`config.mk`:
```
export PLATFORM = sky130hd
export DESIGN_NAME = disp_scheduler
export DESIGN_NICKNAME = d
export VERILOG_FILES = /design/src/rtl/disp_pkg.sv /design/src/rtl/btn_debounce.sv /design/src/rtl/disp_scheduler.sv
export SDC_FILE = /design/constraint.sdc
export NUM_CORES = 1
export LEC_CHECK = 0
export ABC_AREA = 0
export BUFFER_PORTS_ARGS = -buffer_cell sky130_fd_sc_hd__buf_2
export CAP_MARGIN = 20
export CORE_AREA = 2 2 134 136
export CTS_BUF_LIST = sky130_fd_sc_hd__clkbuf_2 sky130_fd_sc_hd__clkbuf_4 sky130_fd_sc_hd__clkbuf_8
export CTS_CLUSTER_SIZE = 8
export DETAILED_ROUTE_END_ITERATION = 7
export DIE_AREA = 0 0 136 138
export PLACE_DENSITY_LB_ADDON = 0.08
export SYNTH_ARGS = -nofsm -noshare
export SYNTH_HDL_FRONTEND = slang
export SYNTH_SLANG_ARGS = --single-unit
export TNS_END_PERCENT = 5
```
`constraint.sdc`:
```
create_clock -name clk -period 5.25 [get_ports clk]
set_clock_uncertainty 0.15 [all_clocks]
set_input_delay 0.525 -clock clk [delete_from_list [all_inputs] [get_ports clk]]
set_output_delay 0.525 -clock clk [all_outputs]
set_load 0.01 [all_outputs]
```
`src/rtl/disp_pkg.sv`:
```
// Shared types and button indices for the display scheduler.
package disp_pkg;

    typedef enum logic {
        MANUAL = 1'b0,
        AUTO   = 1'b1
    } state_t;

    localparam int NBTN       = 6;
    localparam int BTN_NEXT   = 0;
    localparam int BTN_PREV   = 1;
    localparam int BTN_MODE   = 2;
    localparam int BTN_BLANK  = 3;
    localparam int BTN_FREEZE = 4;
    localparam int BTN_CLR    = 5;

endpackage

```
`src/rtl/btn_debounce.sv`:
```
// Single push-button conditioner: 2-flop synchronizer, mismatch counter,
// debounced level and a one-cycle press pulse on the level's rising edge.
module btn_debounce #(
    parameter int DEB_CYC = 1_000_000
) (
    input  logic clk,
    input  logic rst_n,
    input  logic raw,
    output logic press
);

    localparam int            CW       = $clog2(DEB_CYC + 1);
    localparam logic [CW-1:0] CNT_LAST = CW'(DEB_CYC - 1);

    logic          sync_p0;
    logic          sync_p1;
    logic          level;
    logic          level_dly;
    logic [CW-1:0] cnt;

    // Bring the asynchronous button into the clock domain.
    always_ff @(posedge clk or negedge rst_n) begin
        if (!rst_n) begin
            sync_p0 <= 1'b0;
            sync_p1 <= 1'b0;
        end else begin
            sync_p0 <= raw;
            sync_p1 <= sync_p0;
        end
    end

    // Level follows the synced input only after DEB_CYC consecutive disagreeing cycles.
    always_ff @(posedge clk or negedge rst_n) begin
        if (!rst_n) begin
            level <= 1'b0;
            cnt   <= '0;
        end else if (sync_p1 == level) begin
            cnt <= '0;
        end else if (cnt == CNT_LAST) begin
            level <= sync_p1;
            cnt   <= '0;
        end else begin
            cnt <= cnt + CW'(1);
        end
    end

    // Previous level, so a rising edge can be seen for exactly one cycle.
    always_ff @(posedge clk or negedge rst_n) begin
        if (!rst_n) begin
            level_dly <= 1'b0;
        end else begin
            level_dly <= level;
        end
    end

    assign press = level & ~level_dly;

endmodule

```
`src/rtl/disp_scheduler.sv`:
```
// Display front-end: debounced buttons drive a MANUAL/AUTO source selector,
// blanking and freeze control, and a registered source mux into Display.data.
module disp_scheduler
    import disp_pkg::*;
#(
    parameter int X        = 32,
    parameter int NSRC     = 4,
    parameter int DEB_CYC  = 1_000_000,
    parameter int SCAN_CYC = 100_000_000
) (
    input  logic                    clk,
    input  logic                    rst_n,
    input  logic [NBTN-1:0]         swb,
    input  logic [NSRC*X-1:0]       src,
    output logic [X-1:0]            data,
    output logic                    enable,
    output logic [$clog2(NSRC)-1:0] sel,
    output logic                    auto_on,
    output logic                    frozen
);

    localparam int            SW    = $clog2(NSRC);
    localparam int            TW    = (SCAN_CYC > 1) ? $clog2(SCAN_CYC) : 1;
    localparam logic [TW-1:0] TLAST = TW'(SCAN_CYC - 1);

    logic [NBTN-1:0] press;
    state_t          state;
    logic [TW-1:0]   timer;
    logic            man_step;
    logic            auto_tc;

    for (genvar i = 0; i < NBTN; i++) begin : g_btn
        btn_debounce #(
            .DEB_CYC(DEB_CYC)
        ) u_deb (
            .clk  (clk),
            .rst_n(rst_n),
            .raw  (swb[i]),
            .press(press[i])
        );
    end

    assign man_step = press[BTN_NEXT] | press[BTN_PREV] | press[BTN_CLR];
    assign auto_tc  = (state == AUTO) && (timer == TLAST);

    // Mode FSM with scan timer, source index and the enable/freeze toggles.
    always_ff @(posedge clk or negedge rst_n) begin
        if (!rst_n) begin
            state   <= MANUAL;
            auto_on <= 1'b0;
            timer   <= '0;
            sel     <= '0;
            enable  <= 1'b1;
            frozen  <= 1'b0;
        end else begin
            // A button step always wins over the timed advance.
            if (man_step) begin
                if (press[BTN_CLR]) begin
                    sel <= '0;
                end else if (press[BTN_NEXT] && !press[BTN_PREV]) begin
                    sel <= sel + SW'(1);
                end else if (press[BTN_PREV] && !press[BTN_NEXT]) begin
                    sel <= sel - SW'(1);
                end
            end else if (auto_tc) begin
                sel <= sel + SW'(1);
            end

            unique case (state)
                MANUAL: begin
                    timer <= '0;
                    if (press[BTN_MODE]) begin
                        state   <= AUTO;
                        auto_on <= 1'b1;
                    end
                end
                AUTO: begin
                    if (press[BTN_MODE]) begin
                        state   <= MANUAL;
                        auto_on <= 1'b0;
                        timer   <= '0;
                    end else if (man_step || auto_tc) begin
                        timer <= '0;
                    end else begin
                        timer <= timer + TW'(1);
                    end
                end
            endcase

            if (press[BTN_BLANK]) begin
                enable <= ~enable;
            end
            if (press[BTN_FREEZE]) begin
                frozen <= ~frozen;
            end
        end
    end

    // Output register: tracks the selected source unless frozen.
    always_ff @(posedge clk or negedge rst_n) begin
        if (!rst_n) begin
            data <= '0;
        end else if (!frozen) begin
            data <= src[int'(sel) * X +: X];
        end
    end

endmodule

```
Word-level counts from Yosys, hierarchy flattened
Cells that the tools add are included.
{"block": "totals", "regBits": 209, "latchBits": 0, "ram_bits": 0, "romBits": 0, "inputBits": 136, "word_cells": 127, "mem_count": 0}
{"block": "op_classes", "n_addsub": 9, "n_mul": 0, "div_mod_pow": 0, "magnitude_cmp": 0, "n_eq_ne": 16, "n_shift": 1, "mux": 26, "n_bitwise": 23, "n_reduce_logical": 15}
{"cell": "$mux W20", "count": 12}
{"cell": "$shiftx A128 B8 Y32", "count": 1}
{"cell": "$add A20 B1 Y20 const B", "count": 6}
{"cell": "$eq A20 B20 Y1 const B", "count": 6}
{"cell": "$mux W27", "count": 2}
{"cell": "$pmux W27 S2", "count": 1}
{"cell": "$add A27 B1 Y27 const B", "count": 1}
{"cell": "$eq A27 B27 Y1 const B", "count": 1}
{"cell": "$reduce_and A2 Y1", "count": 8}
{"cell": "$not A1 Y1", "count": 15}
{"cell": "$mux W2", "count": 5}
{"cell": "$and A1 B1 Y1", "count": 6}
{"cell": "$eq A1 B1 Y1", "count": 6}
{"cell": "$mux W1", "count": 4}
{"cell": "$ne A2 B1 Y1 const B", "count": 2}
{"cell": "$ne A4 B1 Y1 const B", "count": 1}
{"cell": "$pmux W1 S2", "count": 2}
{"cell": "$logic_and A1 B1 Y1", "count": 3}
{"cell": "$add A2 B1 Y2 const B", "count": 1}
{"cell": "$logic_not A1 Y1", "count": 2}
{"cell": "$or A1 B1 Y1", "count": 2}
{"cell": "$reduce_bool A2 Y1", "count": 1}
{"cell": "$sub A2 B1 Y2 const B", "count": 1}
{"cell": "$logic_or A1 B1 Y1", "count": 1}

Depth between registers and ports, before layout
Gate-level depths: netlist (run 1).
{"block": "depth", "depth_word": 8, "depth_mapped": 8}

Hierarchy
From an unflattened synthesis (run 1), not the netlist that was laid out.
{"block": "hier_totals", "cells_unflattened": 971, "hier_area_um2": 10697.8}
{"mod": "btn_debounce", "instances": 6, "cells_each": 110, "area_per_inst_um2": 1146.1, "seq_area_each_um2": 600.6}
{"mod": "disp_scheduler", "instances": 1, "cells_each": 311, "area_per_inst_um2": 3821.2, "seq_area_each_um2": 1627.8}

Worst setup path before layout (run 1)
No wires, ideal clock.
{"block": "synth_path", "path_kind": "register -> register", "from": "register timer[8]", "to": "register sel[1]", "setup_time_ps": 120, "arrival_ps": 1897, "slack_ps": 3083, "path_stages_with_launch": 7, "n_path_buf": 1, "period_less_slack_ps": 2167, "path_cell_list": "dfrtp_1 buf_6 or4b_4 nor4b_4 nand4_1 a31o_1 and3_1"}
{"block": "synth_between", "elab_chain_cells": 4}
{"item": "start: declaration", "line_no": "disp_scheduler.sv:28", "rtl": "logic [TW-1:0] timer;"}
{"item": "start signal: assignment", "line_no": "disp_scheduler.sv:85", "rtl": "timer <= timer + TW'(1);"}
{"item": "$eq A27 B27 Y1", "line_no": "disp_scheduler.sv:44", "rtl": "assign auto_tc = (state == AUTO) && (timer == TLAST);"}
{"item": "$logic_and A1 B1 Y1", "line_no": "disp_scheduler.sv:44"}
{"item": "$reduce_bool A2 Y1 (no source line)"}
{"item": "$reduce_and A2 Y1 (no source line)"}
{"item": "end signal: assignment", "line_no": "disp_scheduler.sv:61", "rtl": "sel <= sel + SW'(1);"}
{"item": "end signal: assignment", "line_no": "disp_scheduler.sv:63", "rtl": "sel <= sel - SW'(1);"}
{"item": "end signal: assignment", "line_no": "disp_scheduler.sv:66", "rtl": "sel <= sel + SW'(1);"}
{"item": "end: declaration", "line_no": "disp_scheduler.sv:17", "rtl": "output logic [$clog2(NSRC)-1:0] sel,"}
No other way between the ends.
A chain may end at the register's enable or synchronous reset.

Worst setup path in the final report (run 1)
{"block": "layout_path", "from": "register g_btn[4].u_deb.cnt[0]", "to": "register g_btn[4].u_deb.cnt[16]"}
{"block": "layout_between", "elab_chain_cells": 3}
{"item": "start: declaration", "line_no": "btn_debounce.sv:19", "rtl": "logic [CW-1:0] cnt;"}
{"item": "start signal: assignment", "line_no": "btn_debounce.sv:43", "rtl": "cnt <= cnt + CW'(1);"}
{"item": "$add A20 B1 Y20 or $eq A20 B20 Y1 (tied branches)", "line_no": "btn_debounce.sv:43, btn_debounce.sv:39"}
{"item": "$mux W20 (*)", "line_no": "btn_debounce.sv:39", "rtl": "end else if (cnt == CNT_LAST) begin"}
{"item": "$mux W20 (*)", "line_no": "btn_debounce.sv:37", "rtl": "end else if (sync_p1 == level) begin"}
Mark *: on every way between the ends. The rest lies on a longest branch, timed or not.

==> results of run 1 <==
-- synth_stat cells, types with 6 or more instances --
cell      count
mux4_2       32
xnor2_1      49
nand2b_1      6
inv_1        16
nor4b_1       6
mux2_2       38
nor3_1       17
nand2_1      56
and3_1       17
nor2_2       10
a21oi_1       9
nor2_1      161
ha_1          9
and4_1       11
nand3_1      71
xor2_1       83
dfrtp_1     208
nor4_1       21
nand4_1      41
clkbuf_1     26
-- kinds of logic (layout without fill, tap and decap cells) --
family,after synthesis,after routing,synth area share (%)
buffers and inverters,50,256,2.26
multiplexers,71,71,11.2
AND/OR/NAND/NOR,452,452,22.0
AO/OA/AOI/OAI,24,24,1.61
flip-flops,209,209,50.6
XOR/XNOR,132,132,11.2
adder cells (fa/ha/maj),9,9,1.09
-- routing by layer --
metal / vias up / share of wire (%) / track usage, %
met4: 0 / 2.9 / 8.00
met1: 3643 / 45 / 30.8
met2: 224 / 46 / 35.3
met3: 42 / 6.1 / 4.66
li1: 3689 / - / -
met5: - / 0 / 0
-- area by class of cell --
cell class | instances | area, sq um
clock buffer | 54 | 687
clock inverter | 2 | 10.0
fill | 1374 | 5410
inverter | 16 | 60.1
multi-input combinational | 688 | 4870
sequential | 209 | 5230
tap | 229 | 287
timing repair buffer | 184 | 978
-- how the worst min path moves through the flow --
stage / start / end / cells after the start
after detailed placement: g_btn[1].u_deb.sync_p0$_DFF_PN0_ / g_btn[1].u_deb.sync_p1$_DFF_PN0_ / 0
after floorplan: rst_n / auto_on$_DFFE_PN0P_ / 0
after global routing: g_btn[2].u_deb.sync_p0$_DFF_PN0_ / g_btn[2].u_deb.sync_p1$_DFF_PN0_ / 0
after global placement: g_btn[1].u_deb.sync_p0$_DFF_PN0_ / g_btn[1].u_deb.sync_p1$_DFF_PN0_ / 0
final: g_btn[1].u_deb.sync_p0$_DFF_PN0_ / g_btn[1].u_deb.sync_p1$_DFF_PN0_ / 0
after CTS: g_btn[1].u_deb.sync_p0$_DFF_PN0_ / g_btn[1].u_deb.sync_p1$_DFF_PN0_ / 0
-- worst max-delay path, delay by kind of cell (launching register included) --
family,cells,cell delay (ns)
adder cells (fa/ha/maj),1,0.21
flip-flops,1,0.38
AND/OR/NAND/NOR,5,1.54
-- repair_timing --
action,in CTS,in global routing
hold buffers,7,0
setup buffers,0,0
endpoints found under the hold margin,119,0
-- registers in the layout (all words and copies together) (netlist names), 2 cells and up --
signal                 count
g_btn.u_deb.sync_p0        6
data                      32
g_btn.u_deb.sync_p1        6
g_btn.u_deb.level_dly      6
timer                     27
sel                        2
g_btn.u_deb.level          6
g_btn.u_deb.cnt          120
-- metrics by stage --
stage / worst slack, ns / power [mW] / hold WS [ns]
CTS: 2.77 / 3.32 / 0.197
finish: 2.81 / 3.27 / 0.192
global route: 2.47 / 3.41 / 0.208
detailed placement: 2.79 / 1.87 / 0.186
floorplan: 3.08 / 1.76 / 0.0794
global placement: 2.88 / 1.86 / 0.183
-- where the power goes --
| group | switching [mW] | internal (mW) |
|---|---|---|
| clock network | 0.604 | 0.824 |
| registers | 0.0207 | 1.64 |
| logic | 0.0911 | 0.0862 |
==> impl_metrics.toml, run 1 <==
[outcome]
status = "finished clean"

[yosys]
syn_nets = 1092
yosysSeqAreaShare_pct = 50.6
ys.warnings.count = 0
syn-instance-count = 947
synth-edff-count = 0
avgSynthCellArea_sq_um = 10.9
ys.flop_type = "dfrtp_1"
yosysUniqueCellTypes = 52
synth_top_area_share_pct = 50.4
yosys.area.top_type = "dfrtp_1"
ys_top_cells_by_area = "dfrtp_1 50%, xor2_1 7.0%, mux4_2 7.0%, nor2_1 5.8%, xnor2_1 4.2%"
synth_seq_cells = 209
synthArstFlopShare_pct = 100
syn_area_sq_mm = 0.0103

[routing]
wl_microns = 20800
drt.antenna.violating_nets = 0
vias_per_cell = 5.50
via_count = 7598
wl_per_cell_microns = 15.1
drc_errors = 0
dr.pass1.iters = 6
drt_iter0_drc = 449

[global_route]
grt_use_total_pct = 22.4
overflow = 0
grt_pass1_wl_microns = 34300
grt_pass1_vias = 7261
grt_max_degree = 117
grt_antenna_before_repair = 0

[setup_path]
endpoint_kind = "flop"
critPathRequiredTime_ns = 5.45
path_cells = "ha_1 > and4_1 > nand2_1 > nor4_1 > nand2b_1 > nor2_1"
r2r_slack_ns = 2.81
critPathSlowestCell = "nand2b_1"
crit_path_end = "g_btn[4].u_deb.cnt[16]$_DFF_PN0_"
startpoint_type = "flop"
cp.arrival_ns = 2.64
r2r-end = "g_btn[4].u_deb.cnt[16]$_DFF_PN0_"
slowest_delay_ns = 0.64
r2r_start = "g_btn[4].u_deb.cnt[0]$_DFF_PN0_"
crit_type = "flop to flop"
worstRegToRegCells = 6
worstPathMaxFanout = 20
startpoint = "g_btn[4].u_deb.cnt[0]$_DFF_PN0_"

[clock_network]
cts_root_buf = "clkbuf_8"
tritoncts = "done"
insertion_delay_ns = 0.50
cts_made_buffers = 35
clkTransAtPathRegs_ns = 0.06
clock_path_buffers = 3
ctsResizeCount = 0
cts_htree_levels = 2
cts_sinks = 209

[die]
die_y_microns = 138
rows = 49
die_x_microns = 136
initial_core_util_pct = 58.9
design.core.area_sq_mm = 0.0175
io_pins = 173
dieArea_sq_mm = 0.0188

[timing]
period_needed_ns = 2.44
finalHoldViolCount = 0
fmax_ghz = 0.409
drv_slew = 0
rsz0062_at_grt = "no"
finalSetupViolCount = 0
slew_headroom_pct = 34.6
tightestPinTransition_ns = 0.971
fin_tns_setup_ns = 0
timing.final.crit_share_pct = 46.6

[layout]
stdcell_area_sq_mm = 0.0121
post-route-util_pct = 69.1
num-nets-final = 1279
diodes = 0
final_cell_mix = "207 x dfrtp_1, 171 x buf_2, 161 x nor2_1"
final_common_cell = "dfrtp_1"
drive_gt1_share_pct = 28.5
layoutNonFillerInstCount = 1382
area_delta_synth_final_pct = 17.3

[placed_design]
place_area_sq_mm = 0.0114
place_congestion = 0.853
dp_cells = 1319
dp.final_hpwl_microns = 14600
portBuffers = 172

[pwr]
p_leak_nw = 5.26
ir_drop_uv = 244
p_per_area_mw_per_mm2 = 269

[flow_run]
drv_cap = 0

[hold_path]
hold_path.class = "flop to flop"
Note: power is estimated with default switching activity, not from simulation.
==> inputs of run 2 (changes only) <==
--- a/config.mk
+++ b/config.mk
@@ -5,14 +5,14 @@
 export SDC_FILE = /design/constraint.sdc
 export NUM_CORES = 1
 export LEC_CHECK = 0
-export ABC_AREA = 0
+export ABC_AREA = 1
 export BUFFER_PORTS_ARGS = -buffer_cell sky130_fd_sc_hd__buf_2
 export CAP_MARGIN = 20
-export CORE_AREA = 2 2 134 136
+export CORE_AREA = 2 2 142 144
 export CTS_BUF_LIST = sky130_fd_sc_hd__clkbuf_2 sky130_fd_sc_hd__clkbuf_4 sky130_fd_sc_hd__clkbuf_8
 export CTS_CLUSTER_SIZE = 8
 export DETAILED_ROUTE_END_ITERATION = 7
-export DIE_AREA = 0 0 136 138
+export DIE_AREA = 0 0 144 146
 export PLACE_DENSITY_LB_ADDON = 0.08
 export SYNTH_ARGS = -nofsm -noshare
 export SYNTH_HDL_FRONTEND = slang
==> constraint.sdc (replaced) <==
create_clock -name clk -period 2.4 [get_ports clk]
set_clock_uncertainty 0.15 [all_clocks]
set_input_delay 0.24 -clock clk [delete_from_list [all_inputs] [get_ports clk]]
set_output_delay 0.24 -clock clk [all_outputs]
set_load 0.01 [all_outputs]
==> run 2 against run 1 <==
Sequential cell count unchanged. First-iteration DRC count rose by 70%. Area after synthesis is 9.3% higher. Setup slack got worse by 2.7 ns. Power grew 130%.
==> impl_metrics.toml, run 2 <==
[die]
rows = 51
die_x_microns = 144
io_pins = 173
die_y_microns = 146
dieArea_sq_mm = 0.0210
initial_core_util_pct = 58.4
design.core.area_sq_mm = 0.0193

[yosys]
syn_area_sq_mm = 0.0113
syn-instance-count = 1464
ys.warnings.count = 0
avgSynthCellArea_sq_um = 7.72
ys_top_cells_by_area = "dfrtp_1 46%, nor2_1 14%, nand2_1 7.2%, xor2_1 4.7%, inv_1 4.4%"
yosys.area.top_type = "dfrtp_1"
syn_nets = 1609
synth-edff-count = 0
yosysUniqueCellTypes = 38
ys.flop_type = "dfrtp_1"
yosysMostFrequentCell = "nor2_1"
ys_top_cells_by_count = "430 x nor2_1, 218 x nand2_1, 208 x dfrtp_1, 131 x inv_1, 71 x o21ai_0"
yosysSeqAreaShare_pct = 46.3
synthArstFlopShare_pct = 100
synth_seq_cells = 209
synth_top_area_share_pct = 46.1

[setup_path]
startpoint_type = "flop"
crit_path_end = "data[18]$_DFFE_PN0N_"
worstPathMaxFanout = 51
r2r-end = "data[18]$_DFFE_PN0N_"
r2r_start = "sel[0]$_DFFE_PN0P_"
worstRegToRegCells = 5
r2r_slack_ns = 0.12
critPathRequiredTime_ns = 2.63
cp.arrival_ns = 2.50
startpoint = "sel[0]$_DFFE_PN0P_"
endpoint_kind = "flop"
crit_type = "flop to flop"

[clock_network]
cts_sinks = 209
clock_path_buffers = 3
tritoncts = "done"
insertion_delay_ns = 0.52
cts_htree_levels = 2
clkTransAtPathRegs_ns = 0.06
cts_root_buf = "clkbuf_8"
cts_made_buffers = 36

[layout]
num-nets-final = 1923
top_regs = "g_btn.u_deb.cnt (120), data (32), timer (27)"
drive_gt1_share_pct = 18.7
stdcell_area_sq_mm = 0.0145
top_register = "g_btn.u_deb.cnt"
final_common_cell = "nor2_1"
final_cell_mix = "429 x nor2_1, 218 x nand2_1, 207 x dfrtp_1"
largest_register_ffs = 120
nFillCells = 1417
area_delta_synth_final_pct = 28.7

[pwr]
ir_drop_uv = 507
p_leak_nw = 6.54
p_per_area_mw_per_mm2 = 524
p_total_mw = 7.62

[timing]
setup_slack_ns = 0.123
tightestPinTransition_ns = 0.531
period_needed_ns = 2.28
finalHoldViolCount = 0
drv_slew = 0
holdWs_ns = 0.0374
fin_tns_setup_ns = 0
timing.final.crit_share_pct = 94.9
slew_headroom_pct = 64.6
rsz0062_at_grt = "no"
finalSetupViolCount = 0
fmax_ghz = 0.439

[global_route]
grt_antenna_before_repair = 6
grt_pass1_vias = 10700
grt_use_total_pct = 30.0
grt_max_degree = 69
grt_pass1_wl_microns = 50900
overflow = 0

[routing]
drt.antenna.violating_nets = 0
wl_microns = 30700
vias_per_cell = 5.23
drt_iter0_drc = 763
wl_per_cell_microns = 14.8
dr.pass1.iters = 6
drc_errors = 0
via_count = 10800

[placed_design]
place_area_sq_mm = 0.0125
dp.final_hpwl_microns = 18900
place_ws_ns = 0.615
place_congestion = 0.892
portBuffers = 172

[outcome]
status = "finished clean"

[flow_run]
drv_cap = 0

[hold_path]
hold_path.class = "input pin to flop"
==> run 2: metrics by stage <==
step	std cells	utilization (%)
floorplan	1464	-
global placement	1878	64.4
detailed placement	1878	64.4
CTS	2069	75.1
global route	2072	75.2
finish	2073	75.2
==> run 2: worst min path at each step <==
stage / from / endpoint / slack (ns) / cells past startpoint
after global routing: src[0] / data[0]$_DFFE_PN0N_ / 0.03 / 5
final: src[31] / data[31]$_DFFE_PN0N_ / 0.04 / 5
after floorplan: rst_n / auto_on$_DFFE_PN0P_ / -0.21 / 0
after detailed placement: rst_n / g_btn[4].u_deb.level_dly$_DFF_PN0_ / 0.08 / 1
after CTS: src[65] / data[1]$_DFFE_PN0N_ / 0.0001 / 5
after global placement: rst_n / frozen$_DFFE_PN0P_ / 0.07 / 1
==> run 2: metal layers <==
metal / GRT usage (%) / share of wire (%) / wire (microns)
met5: 0 / 0.078 / 24
met4: 16.7 / 5.6 / 1720
met3: 9.71 / 8.7 / 2670
met2: 45.1 / 44 / 13600
met1: 38.3 / 41 / 12700
==> run 2: critical path, stage by stage, from the launching register on <==
cell and delay [ns]:
dfrtp_2 0.38, clkinv_1 0.33, buf_12 0.32, o21ai_0 0.21, dlygate4sd3_1 0.62, a31oi_1 0.11
==> run 2: what timing repair did <==
| action | 4_1_cts | 5_1_grt |
|---|---|---|
| setup buffers | 0 | 0 |
| resized for setup | 0 | 6 |
| endpoints found under the hold margin | 246 | 0 |
| endpoints found under the setup margin | 0 | 8 |
| hold buffers | 127 | 0 |
==> run 2: final cells by class <==
type	instances	area [sq um]	area share [%]
Multi-Input combinational cell	1079	5360	36.9
Timing Repair Buffer	307	2280	15.7
Antenna cell	4	10.0	0.0688
Clock inverter	2	15.0	0.103
Clock buffer	62	772	5.31
Sequential cell	209	5230	36.0
Inverter	145	544	3.74
Tap cell	265	332	2.28
==> run 2: cells by family after synthesis <==
kind of cell | after synthesis | synth area share [%]
and+or+nand+nor | 863 | 34.1
DFF | 209 | 46.3
xor gates and xnor gates | 80 | 6.20
buffers and inverters | 176 | 6.30
AOI/OAI and AO/OA | 127 | 6.11
adders and majority gates | 9 | 0.997
==> run 2: report_power, final <==
| part | leakage, nW | internal (mW) | switching, mW | total, mW |
|---|---|---|---|---|
| Combinational | 3.33 | 0.269 | 0.287 | 0.557 |
| Clock | 0.412 | 2.01 | 1.42 | 3.43 |
| Sequential | 2.80 | 3.59 | 0.0430 | 3.63 |
| Total | 6.54 | 5.87 | 1.75 | 7.62 |
